--- src/rtl/cnn_layer_accel_weight_seq_pkg.sv ---
// Shared constants and helpers for the weight sequence table sequencer.
package cnn_layer_accel_weight_seq_pkg;

   // Default number of table entries issued per column.
   localparam int SEQ_LEN_DEF = 5;

   // Width of the table entry index bus.
   localparam int ADDR_W = 3;

   // Sequencer states. Kept as plain 2-bit constants so older RTL can share the encoding.
   localparam logic [1:0] IDLE = 2'd0;
   localparam logic [1:0] RUN  = 2'd1;
   localparam logic [1:0] DONE = 2'd2;

   // Next value in the 2-bit Gray cycle 00 -> 01 -> 11 -> 10 -> 00.
   function automatic logic [1:0] gray2_next(input logic [1:0] g);
      logic [1:0] n;
      case (g)
         2'b00:   n = 2'b01;
         2'b01:   n = 2'b11;
         2'b11:   n = 2'b10;
         default: n = 2'b00;
      endcase
      return n;
   endfunction

endpackage

--- src/rtl/cnn_layer_accel_gray_cnt2.sv ---
// 2-bit Gray-code counter with synchronous clear and count enable.
module cnn_layer_accel_gray_cnt2
   import cnn_layer_accel_weight_seq_pkg::*;
(
   input  logic       clk,
   input  logic       rst,
   input  logic       clr_i,
   input  logic       en_i,
   output logic [1:0] gray_o
);

   logic [1:0] gray_q;

   // Clear has priority over enable so a restart always begins at phase 00.
   always_ff @(posedge clk) begin
      if (rst || clr_i) begin
         gray_q <= 2'b00;
      end else if (en_i) begin
         gray_q <= gray2_next(gray_q);
      end
   end

   assign gray_o = gray_q;

endmodule

--- src/rtl/cnn_layer_accel_weight_seq_ctrl.sv ---
// Walks one kernel pass over a rows x cols tile, issuing SEQ_LEN table
// addresses per column, alternating the column parity select and stepping
// the row phase in Gray order. tbl_valid lines up with the table's
// registered output.
module cnn_layer_accel_weight_seq_ctrl
   import cnn_layer_accel_weight_seq_pkg::*;
#(
   parameter int SEQ_LEN     = SEQ_LEN_DEF,
   parameter int C_DIM_WIDTH = 16
) (
   input  logic                   clk,
   input  logic                   rst,
   input  logic                   start,
   input  logic [C_DIM_WIDTH-1:0] cfg_num_rows,
   input  logic [C_DIM_WIDTH-1:0] cfg_num_cols,
   input  logic                   stall,
   output logic [1:0]             gray_code,
   output logic                   sequence_selector,
   output logic [ADDR_W-1:0]      seq_data_addr,
   output logic                   seq_valid,
   output logic                   seq_last,
   output logic                   tbl_valid,
   output logic [C_DIM_WIDTH-1:0] row_idx,
   output logic [C_DIM_WIDTH-1:0] col_idx,
   output logic                   busy,
   output logic                   done
);

   logic [1:0]             state_q, state_d;
   logic [C_DIM_WIDTH-1:0] rows_q, cols_q;
   logic [C_DIM_WIDTH-1:0] row_q, col_q;
   logic [ADDR_W-1:0]      addr_q;
   logic                   sel_q;
   logic                   tbl_valid_q;

   logic start_acc;
   logic issue;
   logic last_addr, last_col, last_row;
   logic row_wrap;
   logic dims_zero;

   assign start_acc = (state_q == IDLE) && start;
   assign dims_zero = (cfg_num_rows == '0) || (cfg_num_cols == '0);
   assign issue     = (state_q == RUN) && !stall;

   // Latched dims are at least 1 whenever RUN is entered, so minus-one never underflows there.
   assign last_addr = (addr_q == ADDR_W'(SEQ_LEN - 1));
   assign last_col  = (col_q == cols_q - C_DIM_WIDTH'(1));
   assign last_row  = (row_q == rows_q - C_DIM_WIDTH'(1));
   assign row_wrap  = issue && last_addr && last_col;

   // Next-state selection for the pass FSM.
   always_comb begin
      state_d = state_q;
      case (state_q)
         IDLE: begin
            if (start) begin
               state_d = dims_zero ? DONE : RUN;
            end
         end
         RUN: begin
            if (row_wrap && last_row) begin
               state_d = DONE;
            end
         end
         DONE:    state_d = IDLE;
         default: state_d = IDLE;
      endcase
   end

   // State register and config capture; config is only sampled on an accepted start.
   always_ff @(posedge clk) begin
      if (rst) begin
         state_q <= IDLE;
         rows_q  <= '0;
         cols_q  <= '0;
      end else begin
         state_q <= state_d;
         if (start_acc) begin
            rows_q <= cfg_num_rows;
            cols_q <= cfg_num_cols;
         end
      end
   end

   // Nested addr / column / row counters, advancing only on issue cycles.
   always_ff @(posedge clk) begin
      if (rst || start_acc) begin
         addr_q <= '0;
         sel_q  <= 1'b1;
         col_q  <= '0;
         row_q  <= '0;
      end else if (issue) begin
         if (last_addr) begin
            addr_q <= '0;
            if (last_col) begin
               col_q <= '0;
               sel_q <= 1'b1;
               row_q <= row_q + C_DIM_WIDTH'(1);
            end else begin
               col_q <= col_q + C_DIM_WIDTH'(1);
               sel_q <= ~sel_q;
            end
         end else begin
            addr_q <= addr_q + ADDR_W'(1);
         end
      end
   end

   // Delay issue valid by one cycle to match the table's registered read.
   always_ff @(posedge clk) begin
      if (rst) begin
         tbl_valid_q <= 1'b0;
      end else begin
         tbl_valid_q <= issue;
      end
   end

   // Row phase steps once per completed row.
   cnn_layer_accel_gray_cnt2 u_gray (
      .clk    (clk),
      .rst    (rst),
      .clr_i  (start_acc),
      .en_i   (row_wrap),
      .gray_o (gray_code)
   );

   assign sequence_selector = sel_q;
   assign seq_data_addr     = addr_q;
   assign seq_valid         = issue;
   assign seq_last          = row_wrap && last_row;
   assign tbl_valid         = tbl_valid_q;
   assign row_idx           = row_q;
   assign col_idx           = col_q;
   assign busy              = (state_q != IDLE);
   assign done              = (state_q == DONE);

endmodule

--- config.mk ---
export PLATFORM = sky130hd
export DESIGN_NAME = cnn_layer_accel_weight_seq_ctrl
export DESIGN_NICKNAME = d
export VERILOG_FILES = /design/src/rtl/cnn_layer_accel_weight_seq_pkg.sv /design/src/rtl/cnn_layer_accel_gray_cnt2.sv /design/src/rtl/cnn_layer_accel_weight_seq_ctrl.sv
export SDC_FILE = /design/constraint.sdc
export NUM_CORES = 1
export LEC_CHECK = 0
export ABC_CLOCK_PERIOD_IN_PS = 5550
export BUFFER_PORTS_ARGS = -buffer_cell sky130_fd_sc_hd__buf_2
export CAP_MARGIN = 20
export CORE_UTILIZATION = 61
export DETAILED_ROUTE_END_ITERATION = 12
export MAX_ROUTING_LAYER = met4
export PLACE_DENSITY = 0.83
export SYNTH_ARGS = -nofsm -noshare
export SYNTH_HDL_FRONTEND = slang
export SYNTH_SLANG_ARGS = --single-unit
--- constraint.sdc ---
create_clock -name clk -period 5.55 [get_ports clk]
set_input_delay 0 -clock clk [delete_from_list [all_inputs] [get_ports clk]]
set_output_delay 0 -clock clk [all_outputs]
set_load 0.005 [all_outputs]
==> summary.txt, run 1 <==
status: finished, final reports clean
Yosys reg bits: 73
overall power: 1200 uW
sequential fraction of the synthesis area: 0.321
CP endpoint kind: register
Worst Hold Class: input port to register
crit share post-route: 0.603
Rows: 31
Mapped Area: 4560 sq um
Yosys top cell area share: 0.321
die area: 7820 sq um
DR vias/cell: 5.99
Reg power frac: 0.475
switching power: 364 uW
clock latency at the later pin of the worst-skew pair: 350 ps
final net count: 695
most frequent cells after synthesis: 98 x nand2_1, 73 x dfxtp_1, 41 x a21oi_1, 36 x nor3_1, 34 x xnor2_1
Cell variety after synth: 62
Slew @ Worst Pin: 982 ps
Gate power share: 0.211
port bufs: 78
flop-to-flop setup slack: 2210 ps
YS warnings: 0
Ports: 79
CP Data Arrival Time: 3580 ps
largest net degree at the start of global routing: 50
Critical Path Start Type: register
number of synthesized flops with an enable pin: 0
Initial DRC Count: 286
Post-Syn Nets: 608
top-count cell post-synth: nand2_1
final instance area: 5400 sq um
WL per Instance: 16.1 um
CTS tree: built
WL final: 12,200 um
Yosys top cell by area: dfxtp_1
Die W: 88.4 um
Initial Utilization: 0.628
final setup TNS: 0 ps
Peak supply drop: 0.162 mV
worst rel slew slack: 0.345
Worst Setup Path Type: register to register
CTS root buf: clkbuf_8
minimum clock period: 3340 ps
placed cell areas: 4900 sq um
cell-internal power: 837 uW
Finish-stage setup viols: 0
final hold violations: 0
Syn Inst Count: 566
Antenna diodes: 0
Final HPWL DP: 8190 um
unrepaired setup endpoints after global routing: false
Async SR Flop Fraction: 0
core area: 7250 sq um
Fin Clk Skew: 6.80 ps
number of global-route vias before repair: 4,050
gr ovfl total: 0
Antenna Nets Post-Route: 0
Clock Pin Slew Worst Setup and Hold Paths: 80 ps
Area Overhead vs Synth: 18.5%
DRT Pass-1 Iters: 4
global-route wire length before repair: 19,300 um
CTS sink cnt: 73
worst-path fanout max: 19
gpl congestion: 0.911
Mapped Avg Cell Area: 8.05 sq um
die height: 88.4 um
Clock Power Share: 0.314
Area contributors post-synth: dfxtp_1 32%, nand2_1 8.1%, xnor2_1 6.5%
Remaining DRCs: 0
Critical Path RT: 5780 ps
TritonCTS buffer count: 9
PwrDens: 223 nW/um^2
ratio of cells with drive above 1 in the final layout: 0.188
initial antenna violation count: 0
via count: 4,524
max-slew violations: 0
FMAX: 299 MHz
Net Sw Frac: 0.303
post-CTS setup buffers: 0
Clock Path Buffers: 2
static leakage: 0.00205 uW
Main synth FF type: dfxtp_1
H-tree depth: 3
GRT Util Overall: 0.328
Max Cap Violations: 0
worst max-delay path, cell delays in order, from the launching register on:
cell	delay [ps]
dfxtp_1	360
inv_1	70
ha_1	220
or4b_4	520
nand4bb_4	260
xor2_1	160
a211oi_1	370
a211o_1	670
nor2_4	220
or3_1	380
sequential cells by signal, indices dropped and copies added (netlist names):
register and cells:
col_idx 16, seq_data_addr 3, rows_q 16, state_q 2
cols_q 16, row_idx 16, u_gray.gray_o 2, tbl_valid 1
sequence_selector 1
path summary, 6_finish.rpt:
kind / start / to / cells past startpoint
min: start / state_q[0] / 4
max: cols_q[0] / sequence_selector / 9
min reg2reg: rows_q[15] / rows_q[15] / 2
max reg2reg: cols_q[0] / sequence_selector / 9
cells by family after synthesis:
kind of cell	Yosys count	share of synthesized area
and+or+nand+nor	285	0.355
AOI/OAI and AO/OA	79	0.111
DFF	73	0.321
xor gates and xnor gates	57	0.110
buffers and inverters	49	0.0505
muxes	17	0.0374
adders and majority gates	6	0.0165
per-layer routing:
metal / vias to the layer above / share of wire / wire (um) / GRT usage
met1: 2097 / 0.44 / 5340 / 0.433
met3: 29 / 0.064 / 775 / 0.0448
li1: 2191 / - / - / -
met2: 207 / 0.47 / 5780 / 0.515
met4: 0 / 0.024 / 287 / 0.116
met5: - / 0 / 0 / -
area by class of cell:
type                       count  area, sq um
multi-input combinational    444         2870
fill                         574         1860
sequential                    73         1460
timing repair buffer         112          728
clock buffer                  11          151
tap                           99          124
inverter                      13         48.8
clock inverter                 3         17.5
what timing repair did:
item,CTS,global route
hold endpoints to repair,33,0
hold buffers,33,0
resized for setup,0,0
cells in the final DEF (no fill, tap or decap), types with 8 or more instances in the layout:
cell type       n
dfxtp_1        73
xor2_1         23
or3_1          21
nand2_1        98
nor2_1         21
nor4_1         15
a21oi_1        41
inv_1          13
and3_1          8
nand4_1        12
dlygate4sd3_1  33
clkbuf_8       11
buf_2          78
nand3_1        18
nor3_1         36
mux2i_1        17
xnor2_1        34
power groups by stage:
stage | sequential, uW | clock (uW) | combinational [uW]
6_report | 571 | 377 | 254
2_1_floorplan | 566 | 0 | 192
3_3_place_gp | 580 | 0 | 223
5_1_grt | 574 | 402 | 278
4_1_cts | 570 | 375 | 249
3_5_place_dp | 582 | 0 | 230
stage by stage:
| step | instances | hold slack [ps] | setup WS [ps] | utilization |
|---|---|---|---|---|
| 3_3_place_gp | 708 | 252 | 2290 | 0.675 |
| 5_1_grt | 755 | 131 | 2010 | 0.744 |
| 2_1_floorplan | 566 | 49.4 | 2880 | - |
| 3_5_place_dp | 708 | 259 | 2230 | 0.675 |
| 4_1_cts | 755 | 125 | 2210 | 0.744 |
| 6_report | 755 | 122 | 2210 | 0.744 |
Power figures use the tool's default switching activity.
==> run 2, diff against run 1 <==
--- a/config.mk
+++ b/config.mk
@@ -5,13 +5,13 @@
 export SDC_FILE = /design/constraint.sdc
 export NUM_CORES = 1
 export LEC_CHECK = 0
-export ABC_CLOCK_PERIOD_IN_PS = 5550
+export ABC_CLOCK_PERIOD_IN_PS = 3110
 export BUFFER_PORTS_ARGS = -buffer_cell sky130_fd_sc_hd__buf_2
 export CAP_MARGIN = 20
-export CORE_UTILIZATION = 61
+export CORE_UTILIZATION = 57
 export DETAILED_ROUTE_END_ITERATION = 12
 export MAX_ROUTING_LAYER = met4
-export PLACE_DENSITY = 0.83
+export PLACE_DENSITY = 0.78
 export SYNTH_ARGS = -nofsm -noshare
 export SYNTH_HDL_FRONTEND = slang
 export SYNTH_SLANG_ARGS = --single-unit
==> constraint.sdc (replaced) <==
create_clock -name clk -period 3.11 [get_ports clk]
set_input_delay 0 -clock clk [delete_from_list [all_inputs] [get_ports clk]]
set_output_delay 0 -clock clk [all_outputs]
set_load 0.005 [all_outputs]
==> run 2 against run 1 <==
Net effect: die area grew 6.9%; hold slack lost 110 ps; critical path type is now register to output port; sequential share of layout area shrank 0.79 points; largest power group unchanged; cell area grew 3.0%.
==> summary.txt, run 2 (same netlist as run 1, synthesis figures left out) <==
Antenna diodes: 0
via count: 4,549
minimum clock period: 2970 ps
Initial DRC Count: 308
Clock Power Share: 0.386
Initial Utilization: 0.590
switching power: 655 uW
Ports: 79
Worst Setup Path Type: register to output port
WL per Instance: 15.8 um
Filler cells: 617
die height: 91.4 um
Fin Clk Skew: 13.6 ps
PwrDens: 434 nW/um^2
Antenna Nets Post-Route: 0
ratio of cells with drive above 1 in the final layout: 0.200
final instance area: 5560 sq um
Final HPWL DP: 8420 um
H-tree depth: 3
CTS root buf: clkbuf_8
Finish-stage setup viols: 0
Peak supply drop: 0.274 mV
port bufs: 78
Rows: 32
die area: 8350 sq um
Worst Hold Class: input port to register
placed cell areas: 4970 sq um
gr ovfl total: 0
DRT Pass-1 Iters: 5
Die W: 91.4 um
crit share post-route: 0.956
number of global-route vias before repair: 4,197
Max Cap Violations: 0
CTS sink cnt: 73
Slew @ Worst Pin: 885 ps
Clock Pin Slew Worst Setup and Hold Paths: 70 ps
most frequent cells in the layout: 98 x nand2_1, 78 x buf_2, 73 x dfxtp_1, 41 x a21oi_1, 36 x nor3_1
cell-internal power: 1760 uW
static leakage: 0.00214 uW
status: finished, final reports clean
Clock Path Buffers: 2
CTS tree: built
Area Overhead vs Synth: 22.1%
FMAX: 337 MHz
final net count: 701
gpl congestion: 1.00
GRT Util Overall: 0.304
CP Data Arrival Time: 2970 ps
final hold violations: 0
worst-path fanout max: 7
WL final: 12,100 um
max-slew violations: 0
Reg power frac: 0.420
dpl ws: 207 ps
commonest non-fill, non-tap cell in the layout: nand2_1
Gate power share: 0.194
DR vias/cell: 5.94
Remaining DRCs: 0
core area: 7730 sq um
worst rel slew slack: 0.408
largest net degree at the start of global routing: 50
global-route wire length before repair: 19,900 um
initial antenna violation count: 0
TritonCTS buffer count: 9
Critical Path RT: 3110 ps
final worst slack: 138 ps
clock latency at the later pin of the worst-skew pair: 350 ps
CP endpoint kind: output port
Critical Path Start Type: register
Net Sw Frac: 0.271
run 2: changes by cell type in the layout (fill, tap and decap cells not counted), sizes merged:
cell	before	now
clkbuf	11	12
buf	79	86
bufinv	0	3
dlygate4sd3	33	32
clkinv	2	1
clkinvlp	1	0
run 2: layout make-up:
type                            instances  area, sq um  area share
Clock buffer                           12          155      0.0279
Clock inverter                          4         98.8      0.0178
Inverter                               13         48.8     0.00878
Multi-Input combinational cell        444         2890       0.519
Sequential cell                        73         1460       0.263
Tap cell                              102          128      0.0230
Timing Repair Buffer                  118          783       0.141
run 2: path summary, 6_finish.rpt:
kind	startpoint	endpoint	slack [ps]	cells after the start
worst min register to register	rows_q[15]	rows_q[15]	480	2
worst min-delay path	stall	tbl_valid	8	3
worst max register to register	cols_q[0]	sequence_selector	180	10
worst max-delay path	cols_q[0]	seq_last	140	9
run 2: through the flow:
step	hold WS, ps	utilization	power (uW)	TNS (ps)	instances
after floorplan	49.4	-	1350	0	566
after global placement	251	0.643	1440	0	718
after detailed placement	259	0.643	1460	0	718
after CTS	11.5	0.717	2410	0	766
after global routing	20.5	0.720	2520	-19.1	766
final	8.29	0.720	2420	0	766
run 2: routing by layer:
layer  wire length, um  share of wire  GRT usage
met5                 0              0          -
met4               233          0.019      0.104
met3               670          0.055     0.0377
met2              5600           0.46      0.467
met1              5600           0.46      0.412
run 2: power groups by stage:
| stage | sequential, uW | combinational [uW] | clock [uW] |
|---|---|---|---|
| finish | 1010 | 469 | 932 |
| global route | 1020 | 514 | 985 |
| CTS | 1010 | 457 | 941 |
| detailed placement | 1030 | 423 | 0 |
| global placement | 1030 | 410 | 0 |
| floorplan | 1010 | 343 | 0 |
run 2: critical path, stage by stage, from the launching register on:
cell      delay, ps
dfxtp_1         370
inv_1            90
ha_1            230
or4b_4          530
nor4b_2         260
xnor2_1         160
o211ai_1        180
a211oi_4        410
and4_1          270
buf_2           140
run 2: what timing repair did:
action,4_1_cts,5_1_grt
resized for setup,0,3
hold endpoints to repair,32,0
setup buffers,0,0
endpoints found under the setup margin,1,1
hold buffers,32,0
pin swaps,1,1
